## config.mk

```make
export PLATFORM = sky130hd
export DESIGN_NAME = router_in_arb
export DESIGN_NICKNAME = d
export VERILOG_FILES = /design/src/rtl/router_in_arb.sv
export SDC_FILE = /design/constraint.sdc
export NUM_CORES = 1
export LEC_CHECK = 0
export CAP_MARGIN = 25
export CORE_ASPECT_RATIO = 0.9
export CORE_MARGIN = 1.5
export CORE_UTILIZATION = 30
export CTS_BUF_LIST = sky130_fd_sc_hd__clkbuf_8
export DETAILED_ROUTE_END_ITERATION = 8
export PLACE_DENSITY = 0.66
export SLEW_MARGIN = 10
export SYNTH_ARGS = -nofsm -noshare
export SYNTH_HDL_FRONTEND = slang
export SYNTH_SLANG_ARGS = --single-unit
```

## constraint.sdc

```tcl
create_clock -name clock -period 1.9 [get_ports clock]
set_input_delay 0.38 -clock clock [delete_from_list [all_inputs] [get_ports clock]]
set_output_delay 0.38 -clock clock [all_outputs]
set_load 0.02 [all_outputs]
```

## src/rtl/router_in_arb.sv

```systemverilog
// router_in_arb: packet-level round-robin arbiter sharing one router input
// port among three sources; the grant is held from header through parity.
module router_in_arb #(
  parameter int DATA_W  = 8,
  parameter int TIMEOUT = 16
) (
  input  logic                clock,
  input  logic                resetn,
  input  logic [2:0]          src_req,
  input  logic [2:0]          src_valid,
  input  logic [3*DATA_W-1:0] src_data,
  input  logic                busy,
  output logic [2:0]          gnt,
  output logic [2:0]          src_busy,
  output logic                pkt_valid,
  output logic [DATA_W-1:0]   data_in,
  output logic                timeout_err
);

  localparam int CW = $clog2(TIMEOUT);
  localparam logic [CW-1:0] TMAX = CW'(TIMEOUT - 1);

  typedef enum logic [1:0] {
    IDLE,
    WAIT_HDR,
    PKT,
    DONE
  } state_e;

  state_e        state_q;
  logic [2:0]    gnt_q;
  logic [1:0]    ptr_q;
  logic [CW-1:0] cnt_q;
  logic          terr_q;

  logic [1:0] o1;
  logic [1:0] o2;
  logic [1:0] sel;
  logic       active;
  logic       gvalid;
  logic       greq;

  function automatic logic [1:0] nxt(input logic [1:0] p);
    return (p == 2'd2) ? 2'd0 : p + 2'd1;
  endfunction

  // Search order starts just past the last winner.
  assign o1 = nxt(ptr_q);
  assign o2 = nxt(o1);

  always_comb begin
    sel = ptr_q;
    if (src_req[o1])      sel = o1;
    else if (src_req[o2]) sel = o2;
  end

  assign active = (state_q == WAIT_HDR) || (state_q == PKT);
  assign gvalid = |(gnt_q & src_valid);
  assign greq   = |(gnt_q & src_req);

  always_comb begin
    data_in = '0;
    for (int i = 0; i < 3; i++) begin
      if (gnt_q[i]) data_in = src_data[i*DATA_W +: DATA_W];
    end
  end

  assign pkt_valid   = active & gvalid;
  assign src_busy    = active ? ((gnt_q & {3{busy}}) | ~gnt_q)
                              : 3'b111;
  assign gnt         = gnt_q;
  assign timeout_err = terr_q;

  always_ff @(posedge clock) begin
    if (!resetn) begin
      state_q <= IDLE;
      gnt_q   <= '0;
      ptr_q   <= 2'd2;
      cnt_q   <= '0;
      terr_q  <= 1'b0;
    end else begin
      terr_q <= 1'b0;
      unique case (state_q)
        IDLE: begin
          if (|src_req) begin
            gnt_q   <= 3'b001 << sel;
            ptr_q   <= sel;
            cnt_q   <= '0;
            state_q <= WAIT_HDR;
          end
        end
        WAIT_HDR: begin
          if (gvalid && !busy) begin
            state_q <= PKT;
          end else if (!greq) begin
            gnt_q   <= '0;
            state_q <= IDLE;
          end else if (!gvalid) begin
            // Only cycles with valid low count toward revocation.
            if (cnt_q == TMAX) begin
              gnt_q   <= '0;
              terr_q  <= 1'b1;
              state_q <= IDLE;
            end else begin
              cnt_q <= cnt_q + CW'(1);
            end
          end
        end
        PKT: begin
          if (!busy && !gvalid) state_q <= DONE;
        end
        DONE: begin
          if (!busy) begin
            gnt_q   <= '0;
            state_q <= IDLE;
          end
        end
        default: state_q <= IDLE;
      endcase
    end
  end

endmodule

```

# == Word level (Yosys, flattened, before mapping) ==
# Cells that the tools add are included.
# op_classes
eq_ne,17
add_sub_neg,3
bitwise_logic,9
n_reduce_logical,16
mux,34
n_shift,1
order_cmp,2
# op_table
cell,count
$mux W8,3
$mux W2,11
$mux W3,7
$mux W4,5
$ne A2 B2 Y1 const B,6
$reduce_and A6 Y1,2
$and A3 B3 Y3,3
$pmux W3 S3,1
$reduce_or A3 Y1,3
$eq A2 B2 Y1 const B,4
$pmux W2 S4,1
$pmux W4 S2,1
$reduce_or A7 Y1,1
$lt A2 B3 Y1 const B,2
$reduce_and A5 Y1,1
$add A2 B1 Y2 const B,2
$add A4 B1 Y4 const B,1
$bmux W1 S2,2
$eq A4 B4 Y1 const B,1
$ne A4 B2 Y1 const B,1
$ne A4 B3 Y1 const B,1
$mux W1,3
$ne A3 B2 Y1 const B,1
$ne A3 B3 Y1 const B,1
14 further kinds,18
# totals
wordCells,87
ff_bits,12

# == Logic depth before layout (Yosys ltp) ==
# depth
depth_word,11
mapped_depth,7
ltp_nobuf,7

# == Least setup slack after synthesis ==
# Ideal clock, no wire load.
# synth_path
path_type,reg-to-reg
from,"register gnt_q[2], in the netlist gnt[2]"
to,register state_q[0]
period_less_slack_ns,2.099
arrival_ns,1.963
slack_ns,-0.199
stages_incl_launch_ff,7
t_required_ns,1.764
setup_time_ns,0.136
n_path_buf,1
cell_sequence,dfxtp_1 -> buf_4 -> a222oi_1 -> nor4b_2 -> or4_4 -> a211oi_2 -> a311oi_2
# synth_between
elab_chain_cells,6
word_cells_on_any_way,14
classes_between,eq/ne (3); mux (3); bitwise (2); reduce/logical (6)
# synth_rtl
item,line,rtl
start: declaration,31,logic [2:0] gnt_q;
start signal: assignment,86,gnt_q <= 3'b001 << sel;
$and A3 B3 Y3,58,assign gvalid = |(gnt_q & src_valid);
$reduce_or A3 Y1,58,
$logic_not A1 Y1,110,if (!busy && !gvalid) state_q <= DONE;
$logic_and A1 B1 Y1,110,
$ne A2 B1 Y1 (no line),n/a,
$reduce_and A5 Y1 (no line),n/a,
end signal: assignment,110,
end signal: assignment,115,state_q <= IDLE;
end signal: assignment,118,default: state_q <= IDLE;
end: declaration,30,state_e state_q;
# Several ways; a longest one is shown, not always the timed one.
# A chain may end at the register's enable or synchronous reset.

==> impl_metrics.ini <==
[worst_setup_path]
critPathRequiredTime_ns = 2.08
worst_setup_path_start_kind = flop
cp-startpoint = gnt[1]
timing.critical_path.fanout_max = 4
worst-endpoint-arrival_ns = 2.11
worst-setup-path-type = reg2reg
worst_r2r_startpoint = gnt[1]
worst_setup_path_end_kind = flop

[sta]
fmaxAchievable_mhz = 517
tightestPinTransition_ns = 0.359
worst_clk_skew_ns = 0.00356
finalSetupViolations = 1
final.min_clock_period_ns = 1.93
report.final.slew_viol_count = 0
setup_repair_after_global_routing_missed_its_margin = true
timing.final.ws_setup_ns = -0.0325
post-route-period-util = 1.02
hold_fails_final_rpt = 0
maxSlewHeadroom = 0.760

[run_status]
status = complete, but fails checks
violations = setup timing

[hold_path]
min-delay-start = cnt_q[3]
worst_hold_path_type = reg2reg

[layout]
antenna_cells = 0
mostFrequentLayoutCell = sky130_fd_sc_hd__clkdlybuf4s50_1
drive_above_1_share = 0.315
finish.utilization = 0.574
area_growth_syn_to_layout_pct = 82.6
post_layout_nonfiller_instances = 242
net_total_in_the_final_layout = 241
filler_cell_count = 287
commonest_cells_after_routing_fill_and_taps_aside = 30 x sky130_fd_sc_hd__clkdlybuf4s50_1, 29 x sky130_fd_sc_hd__buf_4, 18 x sky130_fd_sc_hd__nand2_1

[synth]
postSynthNetCount = 163
ys_ff_latch = 12
async_flop_share = 0
synthCells = 123
synth.lib_cells_used.distinct = 39
mean_instance_size_in_the_synthesized_netlist_sq_um = 7.83
number_of_synthesized_flops_with_an_enable_pin = 0
synth_sequential_area_ratio = 0.249
synth-main-ff-cell = sky130_fd_sc_hd__dfxtp_1
synthesis.yosys.warnings = 0
synthesis.area_sq_um = 963

[die]
fp.coreArea_sq_um = 3070
floorplan.die.height_um = 56.8
design.portCount = 49
die_w_um = 62.7
initial_core_util = 0.314
fp.dieArea_sq_um = 3560
rows = 19

[grt]
first_global_vias = 1204
grt_max_degree = 18
global_route.overflow_total = 0
met1_usage = 0.193
global_route.usage.met2 = 0.332
antenna_found_initial = 0
groute.layer.met3.usage = 0.0521
top_usage_layer = met2
groute.usage.overall = 0.179
grt_pass1_wl_um = 5110

[power]
comb_power_share = 0.421
irDropWorstVdd_uv = 400
power.static_leakage_uw = 0.000736
share_clk_of_total_power = 0.292
pwr-share-seq = 0.287
switching_power_uw = 310
power.share.switching = 0.317
p_int_uw = 670
p_total_uw = 980
power.density_nw_per_um2 = 557

[cts]
cts_root_buffer = sky130_fd_sc_hd__clkbuf_8
clock_tree.buffer_depth = 2
clk_pin_slew_worst_paths_ns = 0.06
hold_buffers = 0
clock_tree.htree_level_count = 1
worstSkewPairLatency_ns = 0.25
clkSinkCount = 12
clock_tree_from_tritoncts = built
cts_inserted_buffers = 3

[detailed_routing]
wirelength_um = 3100
dr_total_vias = 1226
firstDrtPassIters = 4
via_per_inst = 5.07
drc_errors = 0
ant_nets = 0
route.detailed.wl_per_inst_um = 12.8
detail_route.iter0.violations = 32

[place]
io_buffers = 48
post-dp-hpwl_um = 2440
placed_cells = 234
globalplace.congestion = 0.829

[flow_run]
max-cap-violations = 0
[synth_stat cells (2+ instances only)]
| master | instances | area share |
|---|---|---|
| sky130_fd_sc_hd__a21oi_1 | 6 | 0.031 |
| sky130_fd_sc_hd__a222oi_1 | 2 | 0.021 |
| sky130_fd_sc_hd__a22oi_1 | 8 | 0.062 |
| sky130_fd_sc_hd__a311oi_1 | 2 | 0.018 |
| sky130_fd_sc_hd__and2b_1 | 2 | 0.016 |
| sky130_fd_sc_hd__buf_1 | 2 | 0.0078 |
| sky130_fd_sc_hd__clkbuf_1 | 3 | 0.012 |
| sky130_fd_sc_hd__dfxtp_1 | 12 | 0.25 |
| sky130_fd_sc_hd__ha_1 | 7 | 0.091 |
| sky130_fd_sc_hd__inv_1 | 4 | 0.016 |
| sky130_fd_sc_hd__mux2i_1 | 2 | 0.021 |
| sky130_fd_sc_hd__nand2_1 | 18 | 0.070 |
| sky130_fd_sc_hd__nand2b_1 | 4 | 0.026 |
| sky130_fd_sc_hd__nand3_1 | 5 | 0.026 |
| sky130_fd_sc_hd__nand3b_1 | 2 | 0.016 |
| sky130_fd_sc_hd__nor2_1 | 4 | 0.016 |
| sky130_fd_sc_hd__nor2b_1 | 6 | 0.039 |
| sky130_fd_sc_hd__nor3_1 | 2 | 0.010 |
| sky130_fd_sc_hd__nor4b_1 | 2 | 0.018 |
| sky130_fd_sc_hd__o21ai_0 | 11 | 0.057 |
[flip-flops by register name, summed over array words and instances, names as in the netlist, named ones only]
signal and count:
cnt_q 4, gnt 3, ptr_q 2, state_q 1, timeout_err 1
[stage by stage]
step / hold slack, ns / setup TNS [ns] / worst slack (ns) / cell area, sq um
global route: 0.524 / -0.437 / -0.122 / 1760
global placement: 0.470 / -5.37 / -0.482 / 1680
finish: 0.503 / -0.0325 / -0.0325 / 1760
CTS: 0.484 / -0.195 / -0.0995 / 1740
detailed placement: 0.474 / -5.80 / -0.480 / 1680
floorplan: 0.442 / -0.246 / -0.0938 / 971
[metal layers]
| layer | wire, um | share of wire |
|---|---|---|
| met5 | 0 | 0 |
| met4 | 38 | 0.012 |
| met3 | 250 | 0.081 |
| met2 | 1480 | 0.48 |
| met1 | 1330 | 0.43 |
[repair_timing]
| item | 4_1_cts | 5_1_grt |
|---|---|---|
| resized for setup | 28 | 36 |
| pin swaps | 7 | 10 |
| hold endpoints to repair | 0 | 0 |
| buffers inserted | 2 | 2 |
| endpoints found under the setup margin | 21 | 19 |
[cells by family (layout without fill, tap and decap cells)]
kind of cell,count (synthesis),count (layout),synth area share
AOI/OAI and AO/OA,41,41,0.300
adders and majority gates,7,7,0.0909
buffers and inverters,10,87,0.0429
DFF,12,12,0.249
muxes,2,2,0.0208
and+or+nand+nor,51,51,0.296
[cell type report]
type | instances | area (sq um) | area share
multi-input cells | 101 | 731 | 0.415
repair buffers | 79 | 659 | 0.375
flip-flops and latches | 12 | 246 | 0.140
clock buffers | 4 | 55.1 | 0.0313
well taps | 42 | 52.6 | 0.0299
inverters | 4 | 15.0 | 0.00853
[power by group through the flow]
stage	logic, uW	clock network [uW]	registers, uW
after floorplan	179	0	292
after global placement	396	0	287
after detailed placement	404	0	287
after CTS	394	298	282
after global routing	448	308	284
final	413	286	281
[worst max-delay path: stages, from the launching register on]
cell	delay, ns
sky130_fd_sc_hd__dfxtp_4	0.35
sky130_fd_sc_hd__a222oi_1	0.28
sky130_fd_sc_hd__buf_4	0.19
sky130_fd_sc_hd__and2b_1	0.17
sky130_fd_sc_hd__or4_4	0.51
sky130_fd_sc_hd__a21oi_2	0.17
sky130_fd_sc_hd__mux2i_1	0.19
[final timing paths]
check,endpoint,slack [ns],cells past startpoint
max,flop,-0.03,6
min,cnt_q[3],0.50,1
max reg2reg,flop,-0.03,6
min reg2reg,cnt_q[3],0.50,1
Power figures use the tool's default switching activity.
